## src/rtl/video_pkg.sv

```systemverilog
// Shared types and default constants for the frame-buffer arbiter.
// Optional feature macro used by the top: VIDEO_ARB_STARVE_EN.
package video_pkg;

    // Owner of a read travelling through the SRAM latency pipeline.
    typedef enum logic [1:0] {
        TAG_NONE = 2'd0,
        TAG_LF   = 2'd1,
        TAG_CPU  = 2'd2
    } owner_t;

    typedef enum logic {
        ST_IDLE  = 1'b0,
        ST_BURST = 1'b1
    } state_t;

    localparam int LINE_W_DEF = 320;
    localparam int SRC_HEIGHT = 200;
    localparam int RD_LAT_DEF = 2;

endpackage

```

## src/rtl/video_mem_arbiter_rd_tag_pipe.sv

```systemverilog
// Read-owner shift register: carries tag and last flag alongside SRAM latency.
// Clear is synchronous so a reset discards every in-flight read.
module rd_tag_pipe
    import video_pkg::*;
#(
    parameter int DEPTH = 2
) (
    input  logic       i_clk,
    input  logic       i_clr,
    input  logic [1:0] i_tag,
    input  logic       i_last,
    output logic [1:0] o_tag,
    output logic       o_last,
    output logic       o_lf_pending
);

    logic [1:0] r_tag  [DEPTH];
    logic       r_last [DEPTH];

    always_ff @(posedge i_clk) begin
        if (i_clr) begin
            for (int i = 0; i < DEPTH; i++) begin
                r_tag[i]  <= TAG_NONE;
                r_last[i] <= 1'b0;
            end
        end else begin
            r_tag[0]  <= i_tag;
            r_last[0] <= i_last;
            for (int i = 1; i < DEPTH; i++) begin
                r_tag[i]  <= r_tag[i-1];
                r_last[i] <= r_last[i-1];
            end
        end
    end

    assign o_tag  = r_tag[DEPTH-1];
    assign o_last = r_last[DEPTH-1];

    // Any line-fill read still in flight keeps the burst reported as busy.
    always_comb begin
        o_lf_pending = 1'b0;
        for (int i = 0; i < DEPTH; i++) begin
            if (r_tag[i] == TAG_LF) o_lf_pending = 1'b1;
        end
    end

endmodule

```

## src/rtl/video_mem_arbiter.sv

```systemverilog
// Single-port frame-buffer arbiter: line-fill bursts plus PPU/CPU single accesses.
// Define VIDEO_ARB_STARVE_EN to add CPU starvation promotion over the PPU.
module video_mem_arbiter
    import video_pkg::*;
#(
    parameter int ADDR_W     = 16,
    parameter int DATA_W     = 24,
    parameter int LINE_W     = LINE_W_DEF,
    parameter int RD_LAT     = RD_LAT_DEF,
    parameter int STARVE_MAX = 8
) (
    input  logic              clk_in,
    input  logic              reset,
    input  logic              lf_start,
    input  logic [ADDR_W-1:0] lf_base,
    output logic              lf_busy,
    output logic              lf_rvalid,
    output logic              lf_done,
    input  logic              ppu_req,
    input  logic              ppu_we,
    input  logic [ADDR_W-1:0] ppu_addr,
    input  logic [DATA_W-1:0] ppu_wdata,
    output logic              ppu_gnt,
    input  logic              cpu_req,
    input  logic              cpu_we,
    input  logic [ADDR_W-1:0] cpu_addr,
    input  logic [DATA_W-1:0] cpu_wdata,
    output logic              cpu_gnt,
    output logic              cpu_rvalid,
    output logic [DATA_W-1:0] rd_data,
    output logic              mem_en,
    output logic              mem_we,
    output logic [ADDR_W-1:0] mem_addr,
    output logic [DATA_W-1:0] mem_wdata,
    input  logic [DATA_W-1:0] mem_rdata
);

    localparam int IDX_W = (LINE_W > 1) ? $clog2(LINE_W) : 1;
    localparam logic [IDX_W-1:0] LAST_IDX = IDX_W'(LINE_W - 1);

    state_t            r_state;
    logic [IDX_W-1:0]  r_idx;
    logic [ADDR_W-1:0] r_base;
    owner_t            r_iss_tag;
    logic              r_iss_last;

    logic [1:0]        w_out_tag;
    logic              w_out_last;
    logic              w_pipe_lf;
    logic              w_lf_accept;
    logic              w_ppu_gnt;
    logic              w_cpu_gnt;
    logic              w_cpu_starved;
    logic [ADDR_W-1:0] w_burst_addr;
    logic              w_burst_last;

    // Busy spans the burst plus the reads still draining out of the SRAM.
    assign lf_busy      = (r_state == ST_BURST) || (r_iss_tag == TAG_LF) || w_pipe_lf;
    assign w_lf_accept  = lf_start && !lf_busy;
    assign w_burst_addr = r_base + ADDR_W'(r_idx);
    assign w_burst_last = (r_idx == LAST_IDX);

    always_comb begin
        w_ppu_gnt = 1'b0;
        w_cpu_gnt = 1'b0;
        if (r_state == ST_IDLE && !w_lf_accept) begin
            if (cpu_req && (w_cpu_starved || !ppu_req)) begin
                w_cpu_gnt = 1'b1;
            end else if (ppu_req) begin
                w_ppu_gnt = 1'b1;
            end
        end
    end

    assign ppu_gnt = w_ppu_gnt;
    assign cpu_gnt = w_cpu_gnt;

`ifdef VIDEO_ARB_STARVE_EN
    localparam int SW = $clog2(STARVE_MAX + 1);
    logic [SW-1:0] r_starve;

    always_ff @(posedge clk_in) begin
        if (reset) begin
            r_starve <= '0;
        end else if (w_cpu_gnt) begin
            r_starve <= '0;
        end else if (cpu_req && (r_starve < SW'(STARVE_MAX))) begin
            r_starve <= r_starve + SW'(1);
        end
    end

    assign w_cpu_starved = (r_starve >= SW'(STARVE_MAX));
`else
    assign w_cpu_starved = 1'b0;
`endif

    // FSM and the registered SRAM command; r_iss_* travel with mem_en.
    always_ff @(posedge clk_in) begin
        if (reset) begin
            r_state    <= ST_IDLE;
            r_idx      <= '0;
            r_base     <= '0;
            r_iss_tag  <= TAG_NONE;
            r_iss_last <= 1'b0;
            mem_en     <= 1'b0;
            mem_we     <= 1'b0;
            mem_addr   <= '0;
            mem_wdata  <= '0;
        end else begin
            mem_en     <= 1'b0;
            mem_we     <= 1'b0;
            r_iss_tag  <= TAG_NONE;
            r_iss_last <= 1'b0;
            case (r_state)
                ST_IDLE: begin
                    if (w_lf_accept) begin
                        r_state <= ST_BURST;
                        r_idx   <= '0;
                        r_base  <= lf_base;
                    end else if (w_cpu_gnt) begin
                        mem_en    <= 1'b1;
                        mem_we    <= cpu_we;
                        mem_addr  <= cpu_addr;
                        mem_wdata <= cpu_wdata;
                        r_iss_tag <= cpu_we ? TAG_NONE : TAG_CPU;
                    end else if (w_ppu_gnt) begin
                        mem_en    <= 1'b1;
                        mem_we    <= ppu_we;
                        mem_addr  <= ppu_addr;
                        mem_wdata <= ppu_wdata;
                    end
                end
                ST_BURST: begin
                    mem_en     <= 1'b1;
                    mem_addr   <= w_burst_addr;
                    r_iss_tag  <= TAG_LF;
                    r_iss_last <= w_burst_last;
                    if (w_burst_last) begin
                        r_state <= ST_IDLE;
                    end else begin
                        r_idx <= r_idx + IDX_W'(1);
                    end
                end
                default: r_state <= ST_IDLE;
            endcase
        end
    end

    rd_tag_pipe #(
        .DEPTH (RD_LAT)
    ) u_rd_tag_pipe (
        .i_clk        (clk_in),
        .i_clr        (reset),
        .i_tag        (r_iss_tag),
        .i_last       (r_iss_last),
        .o_tag        (w_out_tag),
        .o_last       (w_out_last),
        .o_lf_pending (w_pipe_lf)
    );

    assign lf_rvalid  = (w_out_tag == TAG_LF);
    assign cpu_rvalid = (w_out_tag == TAG_CPU);
    assign lf_done    = (w_out_tag == TAG_LF) && w_out_last;
    assign rd_data    = mem_rdata;

endmodule

```

## config.mk

```make
export PLATFORM = sky130hd
export DESIGN_NAME = video_mem_arbiter
export DESIGN_NICKNAME = d
export VERILOG_FILES = /design/src/rtl/video_pkg.sv /design/src/rtl/video_mem_arbiter_rd_tag_pipe.sv /design/src/rtl/video_mem_arbiter.sv
export SDC_FILE = /design/constraint.sdc
export NUM_CORES = 1
export LEC_CHECK = 0
export CORE_MARGIN = 3
export CORE_UTILIZATION = 38
export DETAILED_ROUTE_END_ITERATION = 12
export GPL_ROUTABILITY_DRIVEN = 0
export GPL_TIMING_DRIVEN = 0
export HOLD_SLACK_MARGIN = 0.15
export PLACE_DENSITY = 0.78
export RECOVER_POWER = 50
export SLEW_MARGIN = 15
export SYNTH_ARGS = -nofsm -noshare
export SYNTH_HDL_FRONTEND = slang
export SYNTH_SLANG_ARGS = --single-unit
export TNS_END_PERCENT = 1
```

## constraint.sdc

```tcl
create_clock -name clk_in -period 2.33 [get_ports clk_in]
set_clock_uncertainty 0.15 [all_clocks]
set_input_delay 0.233 -clock clk_in [delete_from_list [all_inputs] [get_ports clk_in]]
set_output_delay 0.233 -clock clk_in [all_outputs]
set_load 0.02 [all_outputs]
```

==> out/qor.csv, run 1 <==
metric;value;unit
Syn Nets;585;
hold_buf cts;0;
drt pass-1 iters;5;
vias in the first global route;4308;
CP Capture Type;flip-flop;
first-pass GRT wire length;21700;um
worst hold path class;in2reg;
P_leak;2.65;nW
crit share post-route;99.8;%
crit path max fanout;4;
EDFF count, synth;0;
die height;111;um
initial core utilization;40.0;%
Antenna Nets Post-Route;0;
dominant cell type by area after synthesis;dfxtp_1;
fin util;63.1;%
flops & latches, synth;77;
post-route cell area;6660;um^2
share of cells above drive strength 1;19.8;%
ant diodes;0;
origin of the critical flop-to-flop path;r_base[0];
distinct cell type count after synthesis;53;
Avg Vias per Cell;5.40;
nets;781;
Max IR drop VDD;277;uV
fin cells;784;
post-DP HPWL;10800;um
row count;37;
crit path DAT;2.42;ns
routed wire length;14400;um
Ys Warns;0;
# setup viols final;0;
Async SR Flop Fraction;0;%
sequential share of the synthesized area;36.5;%
element type at the critical path start;flip-flop;
GRT overflow;0;
Root Buffer;clkbuf_8;
largest net degree at the start of global routing;15;
Critical Path Source;r_base[0];
Tot Pwr;3.73;mW
# DRC;0;
outcome;finished, final reports clean;
Slew Viols, Final;0;
Setup TNS;0;ns
final setup margin;0.00553;ns
number of CTS-inserted buffers;9;
insertion delay to the later sink of the worst-skew pair;0.35;ns
Worst Path Class, Setup;reg2reg;
fin crit period;2.32;ns
Max-cap violations;0;
input/output buffers;173;
All-Layer GR Usage;21.9;%
commonest non-fill, non-tap cell in the layout;clkdlybuf4s50_1;
Synth-to-Final Area Change;57.7;%
placed inst area;6130;um^2
mapped cell area;4220;um^2
Most used DFF post-synth;dfxtp_1;
Clock Pin Slew Worst Setup and Hold Paths;0.08;ns
initial antenna violation count;0;
Fin. Hold Viols;0;
WP data required;2.43;ns
# fillers;877;
RSZ-0062 raised after global routing;true;
core area;10600;um^2
min-delay src;ppu_req;
slew margin rel.;54.9;%
Vias;4235;
most frequent cells in the layout;clkdlybuf4s50_1, dfxtp_1, dlygate4sd3_1;
# IOs;199;
Post-Synthesis Cells;447;
CTS tree;built;
largest cells by area after synthesis;dfxtp_1, mux2i_1, a211oi_2;
Clock Tree Buf Depth;2;
CTS sink cnt;77;
Worst-Margin Slew;0.676;ns
H-tree level count;3;
pre-CTS WS;-0.683;ns
hold_ws;0.169;ns
Chip Width;111;um
pwr/cell area;560;nW/um^2
synthesized area per cell;9.45;um^2
Die ar.;12400;um^2
Cells after DPL;756;
initial drt markers;228;
per-cell routed wire length;18.4;um
Synth top area share;36.5;%
f_max;430;MHz
[timing repair]
| action | in CTS | in global routing |
|---|---|---|
| buffers inserted | 2 | 9 |
| cloned | 0 | 1 |
| setup endpoints to repair | 25 | 35 |
| pin swaps | 3 | 7 |
| gates resized for setup | 23 | 35 |
[final timing paths]
kind / endpoint / slack, ns / depth (start not counted)
max: mem_addr[10] / 0.006 / 7
min: mem_we / 0.17 / 3
max reg2reg: mem_addr[10] / 0.006 / 7
min reg2reg: u_rd_tag_pipe.r_last[0][1] / 0.29 / 1
[logic make-up (layout without fill, tap and decap cells)]
kind of cell	after synthesis	after routing	synth area share, %
buffers and inverters	61	262	9.42
adders and majority gates	11	11	3.44
AOI/OAI and AO/OA	100	100	20.1
xor gates and xnor gates	13	13	2.70
DFF	77	77	36.5
muxes	52	52	12.4
and+or+nand+nor	133	133	15.4
[Yosys cell counts (all sizes together) (5+ instances only)]
| library cell | instances |
|---|---|
| buf | 36 |
| dfxtp | 77 |
| clkbuf | 13 |
| nand3 | 12 |
| and3 | 7 |
| nand2b | 5 |
| o22ai | 5 |
| nor2 | 55 |
| o31ai | 6 |
| o21ai | 7 |
| nor2b | 8 |
| a21oi | 20 |
| inv | 10 |
| xnor2 | 8 |
| nor3 | 7 |
| mux2i | 50 |
| xor2 | 5 |
| a211oi | 33 |
| nand2 | 16 |
| ha | 10 |
[per-layer routing]
| layer | GRT usage, % | routed length [um] |
|---|---|---|
| met1 | 25.0 | 5540 |
| met2 | 37.6 | 7120 |
| met3 | 5.87 | 1260 |
| met4 | 11.0 | 524 |
| met5 | 0 | 0 |
[where the power goes]
part	leakage [nW]	switching (mW)	internal [mW]	total, mW
logic	1.91	0.549	0.551	1.10
clock network	0.113	0.535	0.609	1.14
registers	0.634	0.0676	1.42	1.49
total	2.65	1.15	2.58	3.73
[layout make-up]
cell class	instances	area [um^2]	area share, %
timing repair buffer	185	1860	27.9
buffer	49	363	5.45
multi-input combinational	309	2450	36.8
inverter	12	46.3	0.695
clock inverter	7	100	1.50
sequential	77	1550	23.2
tap	136	170	2.55
clock buffer	9	124	1.86
[state kept, by name (all words and copies together) (netlist names)]
register	flops
mem_addr	16
mem_en	1
mem_wdata	24
mem_we	1
r_base	16
r_idx	9
r_iss_last	1
r_iss_tag	2
r_state	1
u_rd_tag_pipe.r_last	2
u_rd_tag_pipe.r_tag	4
[critical path: stages (launching register included)]
cell     delay (ns)
dfxtp_1        0.36
ha_4           0.18
fa_2           0.39
a211o_1        0.36
a21oi_4        0.20
o31ai_2        0.13
a211o_1        0.29
and3_1         0.16
Note: power is estimated with default switching activity, not from simulation.
==> inputs of run 2 (changes only) <==
--- a/config.mk
+++ b/config.mk
@@ -7,2 +7,3 @@
 export LEC_CHECK = 0
+export CAP_MARGIN = 20
 export CORE_MARGIN = 3
--- a/constraint.sdc
+++ b/constraint.sdc
@@ -4,2 +4,2 @@
 set_output_delay 0.233 -clock clk_in [all_outputs]
-set_load 0.02 [all_outputs]
+set_load 0.05 [all_outputs]
==> run 2 against run 1 <==
Hold slack better by 0.11 ns; non-clock buffer count down 11; the run now ends with setup timing left; fmax shrank 3.1%.
==> out/qor.csv, run 2 (synthesis results as in run 1) <==
metric;value;unit;change
Root Buffer;clkbuf_8;;
largest reg by FF count;mem_wdata;;
initial antenna violation count;0;;unchanged
worst stage delay on the critical path;0.37;ns;-0.02 ns
per-cell routed wire length;17.8;um;-3.5%
Worst Path Class, Setup;reg2out;;
most used cell, CP;buf_12;;
register-to-register setup slack;-0.01;ns;-0.02 ns
final setup margin;-0.0691;ns;-0.0746 ns
CP Capture Type;output port;;
share of cells above drive strength 1;15.4;%;-4.4 points
Max-cap violations;0;;unchanged
Slew Viols, Final;0;;unchanged
commonest non-fill, non-tap cell in the layout;clkdlybuf4s50_1;;
fin crit period;2.40;ns;+0.0746 ns
pre-CTS WS;-0.879;ns;-0.195 ns
# setup viols final;2;;+2
crit path cell chain;buf_6, or3b_4, buf_6, a41oi_4, buf_12, buf_12, buf_12;;
most frequent cells in the layout;clkdlybuf4s50_1, dfxtp_1, nor2_1;;
max reg flops;24;;unchanged
number of CTS-inserted buffers;9;;unchanged
Max IR drop VDD;327;uV;+18%
Synth-to-Final Area Change;52.0;%;
# IOs;199;;unchanged
GRT overflow;0;;unchanged
Die ar.;12400;um^2;unchanged
drt pass-1 iters;5;;unchanged
Fin. Hold Viols;0;;unchanged
post-DP HPWL;10800;um;+0.27%
P_leak;2.49;nW;-6.1%
pwr/cell area;612;nW/um^2;+9.3%
failing checks;setup timing;;
routed wire length;13700;um;-4.8%
Worst-Margin Slew;0.668;ns;-0.00834 ns
Avg Vias per Cell;5.35;;-0.88%
element type at the critical path start;flip-flop;;
Chip Width;111;um;unchanged
H-tree level count;3;;unchanged
insertion delay to the later sink of the worst-skew pair;0.35;ns;about the same
Largest regs;mem_wdata: 24 flops, mem_addr: 16 flops, r_base: 16 flops;;
ant diodes;0;;unchanged
nets;770;;-1.4%
# DRC;0;;unchanged
f_max;417;MHz;-3.1%
Setup TNS;-0.0777;ns;-0.0777 ns
hold_buf cts;0;;unchanged
vias in the first global route;4235;;-1.7%
worst hold path class;reg2reg;;
first-pass GRT wire length;21600;um;-0.45%
core area;10600;um^2;unchanged
Antenna Nets Post-Route;0;;unchanged
Clock Pin Slew Worst Setup and Hold Paths;0.09;ns;about the same
crit path max fanout;10;;+6
largest net degree at the start of global routing;13;;-2
initial core utilization;40.0;%;unchanged
Clock Tree Buf Depth;2;;unchanged
crit path DAT;2.02;ns;-0.40 ns
CTS tree;built;;
die height;111;um;unchanged
WP data required;1.95;ns;-0.48 ns
input/output buffers;173;;unchanged
slew margin rel.;55.5;%;+0.56 points
initial drt markers;202;;-11%
RSZ-0062 raised after global routing;true;;
outcome;finished with violations;;
CTS sink cnt;77;;unchanged
crit share post-route;103;%;+3.2 points
row count;37;;unchanged
All-Layer GR Usage;21.5;%;-0.38 points
Vias;4139;;-2.3%
Critical Path Slowest Stage Cell;or3b_4;;
==> run 2: changes by cell type in the layout (fill, tap and decap cells not counted), sizes merged <==
cell,previous run,this run
clkdlybuf4s50,114,144
dlymetal6s2s,2,0
dlygate4sd3,55,23
buf,46,37
dlygate4sd2,0,3
clkbuf,26,28
clkinv,7,4
==> run 2: path summary, 6_finish.rpt <==
check	start	endpoint	cells past startpoint
max	r_state	cpu_gnt	7
min	u_rd_tag_pipe.r_last[0][0]	u_rd_tag_pipe.r_last[0][1]	1
max reg2reg	r_idx[0]	mem_addr[10]	7
min reg2reg	u_rd_tag_pipe.r_last[0][0]	u_rd_tag_pipe.r_last[0][1]	1
==> run 2: cell type report <==
type / count / area, um^2
Tap cell: 136 / 170
Timing Repair Buffer: 174 / 1740
Clock buffer: 12 / 155
Buffer: 49 / 364
Multi-Input combinational cell: 309 / 2340
Inverter: 12 / 45.0
Fill cell: 912 / 4140
Sequential cell: 77 / 1540
Clock inverter: 4 / 70.1
==> run 2: routing by layer <==
| layer | vias up | part of all wire, % | routed length (um) | global-route usage [%] |
|---|---|---|---|---|
| met5 | - | 0 | 0 | 0 |
| li1 | 1968 | - | - | - |
| met3 | 19 | 8.6 | 1180 | 5.16 |
| met2 | 206 | 50 | 6840 | 38.0 |
| met4 | 0 | 1.7 | 227 | 7.46 |
| met1 | 1946 | 40 | 5500 | 25.5 |
==> run 2: what timing repair did <==
action,in CTS,in global routing
pin swaps,2,0
cloned,0,0
buffers inserted,0,1
gates resized for setup,25,13
setup endpoints to repair,29,37
==> run 2: stage by stage <==
step	util, %	instances	total power, mW	hold WS (ns)	cell area [um^2]
after detailed placement	58.1	756	2.82	0.285	6130
after global routing	60.8	773	4.08	0.297	6420
final	60.8	773	3.93	0.282	6420
after CTS	60.5	772	3.95	0.274	6390
after global placement	58.1	756	2.79	0.276	6130
after floorplan	-	447	2.30	0.160	4230
==> run 2: worst max-delay path, delay by kind of cell, from the launching register on <==
family	cells	cell delay [ns]
simple gates	1	0.37
flops	1	0.31
compound gates	1	0.21
buf+inv	5	0.79
==> run 2: report_power, final <==
part | internal [mW] | switching (mW)
clock network | 0.660 | 0.482
logic | 0.536 | 0.764
registers | 1.42 | 0.0653
total | 2.61 | 1.31
==> inputs of run 3 (changes only) <==
Settings changed: CORE_MARGIN 3 to not set, CORE_UTILIZATION 38 to 39, CTS_BUF_LIST set to sky130_fd_sc_hd__clkbuf_8, PLACE_DENSITY 0.78 to 0.82.
==> run 3 against run 2 <==
The flow still finishes with violations (setup timing); total power is 0.36% higher; sequential power hardly changed; fmax is 1.4% higher; die area is 9.4% lower; combinational power hardly changed; non-clock buffer count is 16 higher; global-route usage is 2.6 points higher; largest power group unchanged; highest routed layer unchanged.
==> out/qor.csv, run 3 (synthesis results as in run 1) <==
metric;value;unit;change
CTS tree;built;;
P_leak;2.57;nW;+3.3%
initial core utilization;40.6;%;+0.53 points
routed wire length;14000;um;+1.8%
Synth-to-Final Area Change;55.0;%;
largest reg by FF count;mem_wdata;;
H-tree level count;3;;unchanged
CP Capture Type;output port;;
drt pass-1 iters;4;;-1
Die ar.;11300;um^2;-9.4%
switch share;34.7;%;+1.3 points
Int Pwr;2.57;mW;-1.5%
WP data required;1.95;ns;about the same
Critical Path Slowest Stage Cell;or3b_1;;
Critical Path Source;r_state;;
outcome;finished with violations;;
input/output buffers;173;;unchanged
fin crit period;2.37;ns;-0.0323 ns
insertion delay to the later sink of the worst-skew pair;0.35;ns;about the same
nets;786;;+2.1%
placed inst area;6130;um^2;unchanged
commonest non-fill, non-tap cell in the layout;clkdlybuf4s50_1;;
f_max;423;MHz;+1.4%
ant diodes;0;;unchanged
origin of the critical flop-to-flop path;r_state;;
crit path DAT;1.98;ns;-0.04 ns
slew margin rel.;52.8;%;-2.6 points
crit share post-route;102;%;-1.4 points
Avg Vias per Cell;5.43;;+1.4%
# IOs;199;;unchanged
max reg flops;24;;unchanged
Setup TNS;-0.0368;ns;+0.0409 ns
Clock Pin Slew Worst Setup and Hold Paths;0.08;ns;about the same
RSZ-0062 raised after global routing;true;;
initial antenna violation count;0;;unchanged
die height;106;um;-4.8%
per-cell routed wire length;17.8;um;-0.17%
Cells after DPL;756;;unchanged
worst stage delay on the critical path;0.36;ns;about the same
Slew Viols, Final;0;;unchanged
Max-cap violations;0;;unchanged
fin util;62.9;%;+2.1 points
failing checks;setup timing;;
worst hold path class;reg2reg;;
All-Layer GR Usage;24.2;%;+2.6 points
most frequent cells in the layout;clkdlybuf4s50_1, dfxtp_1, nor2_1;;
final setup margin;-0.0368;ns;+0.0323 ns
CTS sink cnt;77;;unchanged
number of CTS-inserted buffers;9;;unchanged
part of the power in combinational logic;33.7;%;+0.6 points
core area;10400;um^2;-1.3%
element type at the critical path start;flip-flop;;
Max IR drop VDD;359;uV;+9.7%
Clock power frac;28.5;%;-0.6 points
hold_ws;0.289;ns;+0.00683 ns
Fin. Hold Viols;0;;unchanged
# DRC;0;;unchanged
Sw Pwr;1.37;mW;+4.2%
GRT overflow;0;;unchanged
crit path cell chain;buf_6, or3b_1, buf_6, a41oi_4, buf_12, buf_12, buf_12;;
largest net degree at the start of global routing;14;;+1
Worst-Margin Slew;0.707;ns;+0.0395 ns
most used cell, CP;buf_12;;
vias in the first global route;4318;;+2.0%
Worst Path Class, Setup;reg2out;;
Antenna Nets Post-Route;0;;unchanged
# setup viols final;1;;-1
row count;37;;unchanged
share of cells above drive strength 1;17.6;%;+2.3 points
crit path max fanout;9;;-1
Largest regs;mem_wdata: 24 flops, mem_addr: 16 flops, r_base: 16 flops;;
Clock Tree Buf Depth;2;;unchanged
fin cells;788;;+1.9%
post-route cell area;6550;um^2;+2.0%
Root Buffer;clkbuf_8;;
post-DP HPWL;10500;um;-3.1%
Chip Width;106;um;-4.8%
min-delay src;r_iss_last;;
pwr/cell area;602;nW/um^2;-1.6%
Vias;4278;;+3.4%
initial drt markers;270;;+34%
Flop pwr share;37.8;%;about the same
first-pass GRT wire length;21100;um;-2.2%
## run 3: metrics by stage
step | setup slack (ns) | power, mW
after floorplan | -0.00124 | 2.30
after global placement | -0.916 | 2.78
after detailed placement | -0.911 | 2.81
after CTS | -0.114 | 3.91
after global routing | -0.0862 | 4.08
final | -0.0368 | 3.94
## run 3: layer usage
layer  wire (um)  up-vias  global-route usage, %
li1            -     1990                      -
met1        5610     2046                   27.9
met2        7180      216                   44.1
met3         919       26                   5.03
met4         280        0                   8.04
met5           0        -                      0
## run 3: cell type report
| type | count | area, um^2 |
|---|---|---|
| plain buffers | 49 | 365 |
| clock buffers | 9 | 124 |
| clock inverters | 6 | 88.8 |
| fillers | 859 | 3870 |
| inverters | 12 | 45.0 |
| multi-input cells | 309 | 2340 |
| flip-flops and latches | 77 | 1540 |
| well taps | 136 | 170 |
| repair buffers | 190 | 1880 |
## run 3: critical path, delay by kind of cell (launching register included)
family	cells	cell delay (ns)
AOI/OAI and AO/OA	1	0.27
buffers and inverters	5	0.68
DFF	1	0.31
and+or+nand+nor	1	0.36
## run 3: power by group through the flow
stage                     registers, mW  logic (mW)  clock network [mW]
after floorplan                    1.77       0.536                   0
after global placement             1.51        1.27                   0
after detailed placement           1.52        1.30                   0
after CTS                          1.49        1.31                1.12
after global routing               1.50        1.39                1.19
final                              1.49        1.33                1.12
## run 3: repair_timing
action	CTS	global route
gates cloned	0	1
pin swaps	1	3
buffers inserted	1	15
hold endpoints to repair	0	0
gates resized for setup	23	17
hold buffers	0	0
setup endpoints to repair	20	17
## run 3: final timing paths
check	end	slack (ns)	depth (start not counted)
max	cpu_gnt	-0.04	7
min	u_rd_tag_pipe.r_last[0][0]	0.29	1
max reg2reg	mem_addr[7]	0.01	8
min reg2reg	u_rd_tag_pipe.r_last[0][0]	0.29	1
